## src/rtl/bsg_dll_period_meter.sv

```systemverilog
// bsg_dll_period_meter
//   Measures the period of an asynchronous monitored signal (e.g. a DLL
//   delay-line or ring-oscillator tap) in clk_i cycles. The first rising edge
//   after enable only arms the measurement. Each later rising edge captures the
//   number of clk_i cycles since the previous edge. The count saturates and
//   never wraps.
//
// Ports
//   clk_i       sampling / reference clock
//   reset_n_i   asynchronous active-low reset
//   mon_i       monitored signal, asynchronous to clk_i
//   enable_i    synchronous measurement enable
//   clear_i     synchronous clear of results and state (highest priority)
//   count_o     last captured period in clk_i cycles
//   valid_o     sticky: count_o holds at least one capture since clear/reset
//   update_o    one-cycle pulse on each capture
//   overflow_o  the last capture saturated
module bsg_dll_period_meter #(
   parameter int unsigned width_p       = 8,
   parameter int unsigned sync_stages_p = 2
) (
   input  logic               clk_i,
   input  logic               reset_n_i,
   input  logic               mon_i,
   input  logic               enable_i,
   input  logic               clear_i,
   output logic [width_p-1:0] count_o,
   output logic               valid_o,
   output logic               update_o,
   output logic               overflow_o
);

   typedef enum logic [1:0] {
      IDLE,
      ARM,
      MEAS
   } state_e;

   localparam logic [width_p-1:0] CntOne = width_p'(1);

   state_e                   state_q;
   logic [sync_stages_p-1:0] sync_q;
   logic [sync_stages_p:0]   prime_q;
   logic                     dly_q;
   logic                     sync_out;
   logic                     rise;
   logic [width_p-1:0]       cnt_q, cnt_d;
   logic                     sat_q, sat_d;

   assign sync_out = sync_q[sync_stages_p-1];

   // prime_q fills with ones after reset. A rise is qualified only once both
   // sync_out and dly_q hold real samples of mon_i. Without this, mon_i held
   // high through reset release would look like a fresh rising edge.
   assign rise = prime_q[sync_stages_p] & sync_out & ~dly_q;

   always_ff @(posedge clk_i or negedge reset_n_i) begin
      if (!reset_n_i) begin
         sync_q  <= '0;
         prime_q <= '0;
         dly_q   <= 1'b0;
      end else begin
         sync_q  <= {sync_q[sync_stages_p-2:0], mon_i};
         prime_q <= {prime_q[sync_stages_p-1:0], 1'b1};
         dly_q   <= sync_out;
      end
   end

   // Saturating period counter: once at all-ones it sticks and flags sat.
   always_comb begin
      cnt_d = cnt_q;
      sat_d = sat_q;
      if (cnt_q == '1) begin
         sat_d = 1'b1;
      end else begin
         cnt_d = cnt_q + CntOne;
      end
   end

   always_ff @(posedge clk_i or negedge reset_n_i) begin
      if (!reset_n_i) begin
         state_q    <= IDLE;
         cnt_q      <= '0;
         sat_q      <= 1'b0;
         count_o    <= '0;
         valid_o    <= 1'b0;
         update_o   <= 1'b0;
         overflow_o <= 1'b0;
      end else begin
         update_o <= 1'b0;
         if (clear_i) begin
            state_q    <= IDLE;
            cnt_q      <= '0;
            sat_q      <= 1'b0;
            count_o    <= '0;
            valid_o    <= 1'b0;
            overflow_o <= 1'b0;
         end else if (!enable_i) begin
            // Results are held while disabled; only the measurement restarts.
            state_q <= IDLE;
            cnt_q   <= '0;
            sat_q   <= 1'b0;
         end else begin
            case (state_q)
               IDLE: begin
                  state_q <= ARM;
                  cnt_q   <= '0;
                  sat_q   <= 1'b0;
               end
               ARM: begin
                  if (rise) begin
                     state_q <= MEAS;
                     cnt_q   <= CntOne;
                     sat_q   <= 1'b0;
                  end
               end
               MEAS: begin
                  if (rise) begin
                     count_o    <= cnt_q;
                     overflow_o <= sat_q;
                     valid_o    <= 1'b1;
                     update_o   <= 1'b1;
                     cnt_q      <= CntOne;
                     sat_q      <= 1'b0;
                  end else begin
                     cnt_q <= cnt_d;
                     sat_q <= sat_d;
                  end
               end
               default: begin
                  state_q <= IDLE;
                  cnt_q   <= '0;
                  sat_q   <= 1'b0;
               end
            endcase
         end
      end
   end

endmodule

```

## config.mk

```make
export PLATFORM = sky130hd
export DESIGN_NAME = bsg_dll_period_meter
export DESIGN_NICKNAME = d
export VERILOG_FILES = /design/src/rtl/bsg_dll_period_meter.sv
export SDC_FILE = /design/constraint.sdc
export NUM_CORES = 1
export LEC_CHECK = 0
export ABC_CLOCK_PERIOD_IN_PS = 2800
export BUFFER_PORTS_ARGS = -buffer_cell sky130_fd_sc_hd__buf_2
export CAP_MARGIN = 25
export CELL_PAD_IN_SITES_DETAIL_PLACEMENT = 1
export CELL_PAD_IN_SITES_GLOBAL_PLACEMENT = 1
export CORE_MARGIN = 4
export CORE_UTILIZATION = 35
export DETAILED_ROUTE_END_ITERATION = 16
export GPL_TIMING_DRIVEN = 0
export PLACE_DENSITY = 0.75
export SYNTH_ARGS = -nofsm -noshare
export SYNTH_HDL_FRONTEND = slang
export SYNTH_SLANG_ARGS = --single-unit
```

## constraint.sdc

```tcl
create_clock -name clk_i -period 2.8 [get_ports clk_i]
set_clock_uncertainty 0.05 [all_clocks]
set_input_delay 0.56 -clock clk_i [delete_from_list [all_inputs] [get_ports clk_i]]
set_output_delay 0.56 -clock clk_i [all_outputs]
set_load 0.02 [all_outputs]
```

==> After elaboration in Yosys (flattened, before gate mapping) <==
Index checks and enable logic that the tools add are counted.
{ "word_totals": {"regBits": 28, "input_bits": 5, "out_inout_bits": 11, "wordCells": 61} }
{ "classes": {"addsub": 1, "n_eq_ne": 7, "n_mux": 32, "bitwise": 3, "n_reduce_logical": 8} }
{ "op_table": {"columns": ["operator", "count"], "rows": [
  ["8-bit two-way mux", 9],
  ["1-bit two-way mux", 17],
  ["8-bit one-hot mux with 2 select lines", 1],
  ["5-bit inequality test, second input constant", 2],
  ["8-bit by 1-bit adder with 8-bit output, second input constant", 1],
  ["8-bit equality test, second input constant", 1],
  ["2-bit two-way mux", 3],
  ["2-bit one-hot mux with 3 select lines", 1],
  ["2-bit AND reduction", 3],
  ["2-bit nonzero test", 3],
  ["4-bit inequality test, second input constant", 1],
  ["3-bit inequality test, second input constant", 1],
  ["3-bit AND reduction", 1],
  ["1-bit bitwise AND", 2],
  ["2-bit by 1-bit equality test with 1-bit output, second input constant", 1],
  ["2-bit equality test, second input constant", 1],
  ["2-bit zero test", 1],
  ["1-bit one-hot mux with 2 select lines", 1],
  ["1-bit inverter", 1]
]} }

==> Depth between registers and ports, before layout <==
{ "depth": {"depth_word": 6, "ltp_mapped": 7, "ltp_nobuf": 6} }

==> Worst setup path before layout <==
No wires, ideal clock.
{ "synth_path": {"path_kind": "register -> register", "from": "reg cnt_q[0]", "to": "reg cnt_q[5]", "setup_time_ns": 0.121, "arrival_ns": 1.552, "t_required_ns": 2.629, "setup_slack_ns": 1.077, "stages_incl_launch_ff": 7, "n_path_buf": 1, "period_less_slack_ns": 1.723, "path_cell_list": "dfrtp_1 > ha_1 > and3_1 > a41o_1 > buf_6 > a22o_1 > a22o_1"} }
{ "synth_between": {"elab_chain_len": 6, "word_cells_on_any_way": 9, "classes_between": "add/sub (1); eq/ne (2); mux (5); reduce/logical (1)"} }
{ "synth_lines": {"columns": ["item", "line", "source"], "rows": [
  ["start: declaration", "47", "logic [width_p-1:0] cnt_q, cnt_d;"],
  ["start signal: assignment", "113", "cnt_q <= CntOne;"],
  ["start signal: assignment", "123", "cnt_q <= CntOne;"],
  ["start signal: assignment", "126", "cnt_q <= cnt_d;"],
  ["8-bit by 1-bit adder with 8-bit output", "76", "cnt_d = cnt_q + CntOne;"],
  ["8-bit two-way mux", "73", "if (cnt_q == '1) begin"],
  ["8-bit two-way mux", "118", "if (rise) begin"],
  ["8-bit one-hot mux with 2 select lines", "104", "case (state_q)"],
  ["8-bit two-way mux", "98", "end else if (!enable_i) begin"],
  ["8-bit two-way mux", "91", "if (clear_i) begin"]
]} }
Several ways; a longest one is shown, not always the timed one. The select of a mux whose other input is x is not followed.
A chain may end at the register's enable or synchronous reset.

==> Worst setup path in the final report <==
Same ends and word-level chain as after synthesis.

==> impl_metrics.csv <==
group,metric,value,unit
outcome,status,"complete, no violations",
sta,fin_crit,1.894,ns
sta,setup_viol,0,
worst_setup_path,crit_fanout,9,
power_and_ir_drop,cellPowerDensity,505.3,nW/um^2
worst_setup_path,slowest_delay,0.48,ns
clocking,clock_latency,0.33,ns
power_and_ir_drop,p_leak,0.7053,nW
layout,n_antenna_cell,0,
die,die_w,67.37,um
route,post_drt_wl_per_cell,14.91,um
die,initial_utilization,36.68,%
worst_setup_path,crit_buf_inv,1,
layout,multiInputGateArea,494.2,um^2
layout,finalNonFillerCells,174,
synthesis,synth_edf_count,0,
route,drt_wl_total,2595,um
sta,tightest_slew,0.7529,ns
run,maxCapViolations,0,
die,fp.dieH,67.37,um
clocking,cts_sinks,28,
synthesis,synth_warnings,0,
synthesis,synth-seq-area-share,56.80,%
global_route,grt_pass1_vias,1012,
placement,port_buffers,15,
route,drtPass1Iterations,4,
worst_setup_path,path_common_cell,"a22o_1",
layout,postLayoutCellArea,1419,um^2
clocking,path_clk_slew,0.15,ns
placement,postPlaceCellArea,1366,um^2
route,antenna_left,0,
route,wl_met1,1177,um
route,wl_met3,86,um
worst_setup_path,crit_type,"flop to flop",
synthesis,synth_top_cell_by_area,"dfrtp_1",
clocking,hold_buffers,0,
worst_setup_path,r2r_slack,0.91,ns
route,route.met2.wl,1314,um
worst_setup_path,slowest_stage,"dfrtp_1",
worst_setup_path,end_kind,"flop",
route,top_layer_used,"met4",
sta,hold_viol,0,
synthesis,yosys-top-cells-area,"dfrtp_1 (57%), a22o_1 (11%), ha_1 (4.1%), nor2_1 (3.0%), nand3_1 (2.4%)",
sta,fin_hold_ws,0.1606,ns
layout,fill_cells,403,
clocking,post-cts-setup-buffer-count,0,
worst_setup_path,cp_data_arrival_time,2.08,ns
route,detail_route.vias_per_cell,5.391,
clocking,clk_path_buf_depth,2,
synthesis,synth_top_area_share,56.80,%
global_route,grt_use_total,13.34,%
global_route,gr-total-overflow,0,
synthesis,netlist_area,1234,um^2
synthesis,synth.ff_latch_count,28,
worst_setup_path,critical_path.top_delay_family,"compound AO/OA/AOI/OAI gates",
global_route,grt_pass1_wl,4609,um
route,first_iter_violations,59,
global_route,grt_max_degree,29,
layout,areaGrowthSynthToFinish,15.01,%
power_and_ir_drop,irDropWorstVdd,361.5,uV
sta,slew_viol_final,0,
sta,timing.fmax,527.9,MHz
synthesis,syn_avg_cell_area,11.32,um^2
global_route,antenna_found_initial,0,
synthesis,ys_async_sr_fraction,100.0,%
clocking,cts_made_buffers,3,
clocking,cts-root-buf,"clkbuf_4",
synthesis,synth.distinct_cells,32,
clocking,ctsHtreeMaxLevel,1,
worst_setup_path,path_cells,"ha_1 > and3_1 > a41o_1 > buf_6 > a22o_1 > a22o_1",
route,drc,0,
sta,rsz0062_at_grt,"false",
route,vias,938,
power_and_ir_drop,finalPower,0.7169,mW
placement,dp.cells,170,
layout,fin_nets,138,
die,rows,21,
die,core,3363,um^2
worst_setup_path,crit_required,2.99,ns
synthesis,syn_nets,118,
sta,slew-limit-headroom,49.57,%
placement,hpwl,1998,um
synthesis,synth_flop_cell,"dfrtp_1",
synthesis,postSynthCellCount,109,
layout,regArea,700.7,um^2
die,io_pins,16,
worst_hold_path,hold_class,"primary input to async pin",
layout,layout-drive-gt1-share,17.19,%
sta,tns,0,ns
clocking,tritoncts,"built",
placement,place_congestion,0.7620,
clocking,cts_resized,0,
die,dieArea,4539,um^2
worst_setup_path,cp-start-kind,"flop",
sta,fin_crit_sh,67.66,%
## worst paths after layout
path	from	to	depth (start not counted)
worst max-delay path	cnt_q[0]	cnt_q[5]	6
worst min-delay path	reset_n_i	cnt_q[4]	1
worst max register to register	cnt_q[0]	cnt_q[5]	6
worst min register to register	prime_q[0]	prime_q[1]	0
max in group asynchronous	reset_n_i	count_o[4]	1
min in group clk_i	mon_i	sync_q[0]	1
## cell type report
type	count	share of cell area [%]
inverters	5	1.323
clock buffers	3	1.587
clock inverters	1	2.116
flip-flops and latches	28	49.38
repair buffers	15	5.291
well taps	46	4.056
plain buffers	3	1.411
multi-input cells	73	34.83
## stage by stage
stage	util [%]	setup slack (ns)
finish	42.19	0.9055
global route	42.19	0.6430
CTS	42.19	0.9036
detailed placement	40.63	0.9278
global placement	40.63	0.9626
floorplan	-	1.077
## per-layer routing
| metal | vias to the layer above | GRT usage, % |
|---|---|---|
| met4 | 0 | 3.797 |
| met3 | 2 | 2.995 |
| met2 | 14 | 23.44 |
| li1 | 439 | - |
| met5 | - | 0 |
| met1 | 483 | 16.28 |
## cell families after synthesis
family,count (synthesis),share of synthesized area (%)
AOI/OAI and AO/OA,30,18.76
adders and majority gates,4,4.057
buffers and inverters,8,3.143
DFF,28,56.79
muxes,1,0.8114
other,1,0.3040
and+or+nand+nor,37,16.13
## state kept, by name (all words and copies together), names as in the netlist
register,cells
valid_o,1
sat_q,1
overflow_o,1
state_q,2
update_o,1
sync_q,2
count_o,8
prime_q,3
dly_q,1
cnt_q,8
## worst reg2reg max path: cells and delay by family (launching register included)
family                     cells  cell delay [ns]
AOI/OAI and AO/OA              3             0.70
DFF                            1             0.48
and+or+nand+nor                1             0.17
adders and majority gates      1             0.26
buffers and inverters          1             0.14
## cell usage in the layout (no fill, tap or decap), types with 2 or more instances in the layout
| cell | count |
|---|---|
| nor2b_1 | 2 |
| a22o_1 | 15 |
| nand3_1 | 6 |
| buf_2 | 16 |
| and3_1 | 3 |
| and2_1 | 2 |
| ha_1 | 4 |
| nand2b_1 | 2 |
| inv_1 | 5 |
| a31oi_1 | 2 |
| nor2_1 | 10 |
| a21oi_1 | 2 |
| clkbuf_4 | 3 |
| o21ai_0 | 4 |
| dfrtp_1 | 28 |
| nand3b_1 | 2 |
| nand2_1 | 5 |
## power breakdown
part | total [mW] | internal [mW] | switching [mW]
Clock | 0.266 | 0.145 | 0.121
Combinational | 0.0381 | 0.0124 | 0.0257
Sequential | 0.413 | 0.410 | 0.00266
Total | 0.717 | 0.567 | 0.150
## cell usage after synthesis (2+ instances only)
library cell and number:
a21oi_1 2, inv_1 5, dfrtp_1 28, a22o_1 15, nor2b_1 2, a31oi_1 2, and2_1 2, o21ai_0 4
nor2_1 10, nand2_1 5, nand2b_1 2, nand3_1 6, and3_1 3, ha_1 4, nand3b_1 2
Power figures use the tool's default switching activity.
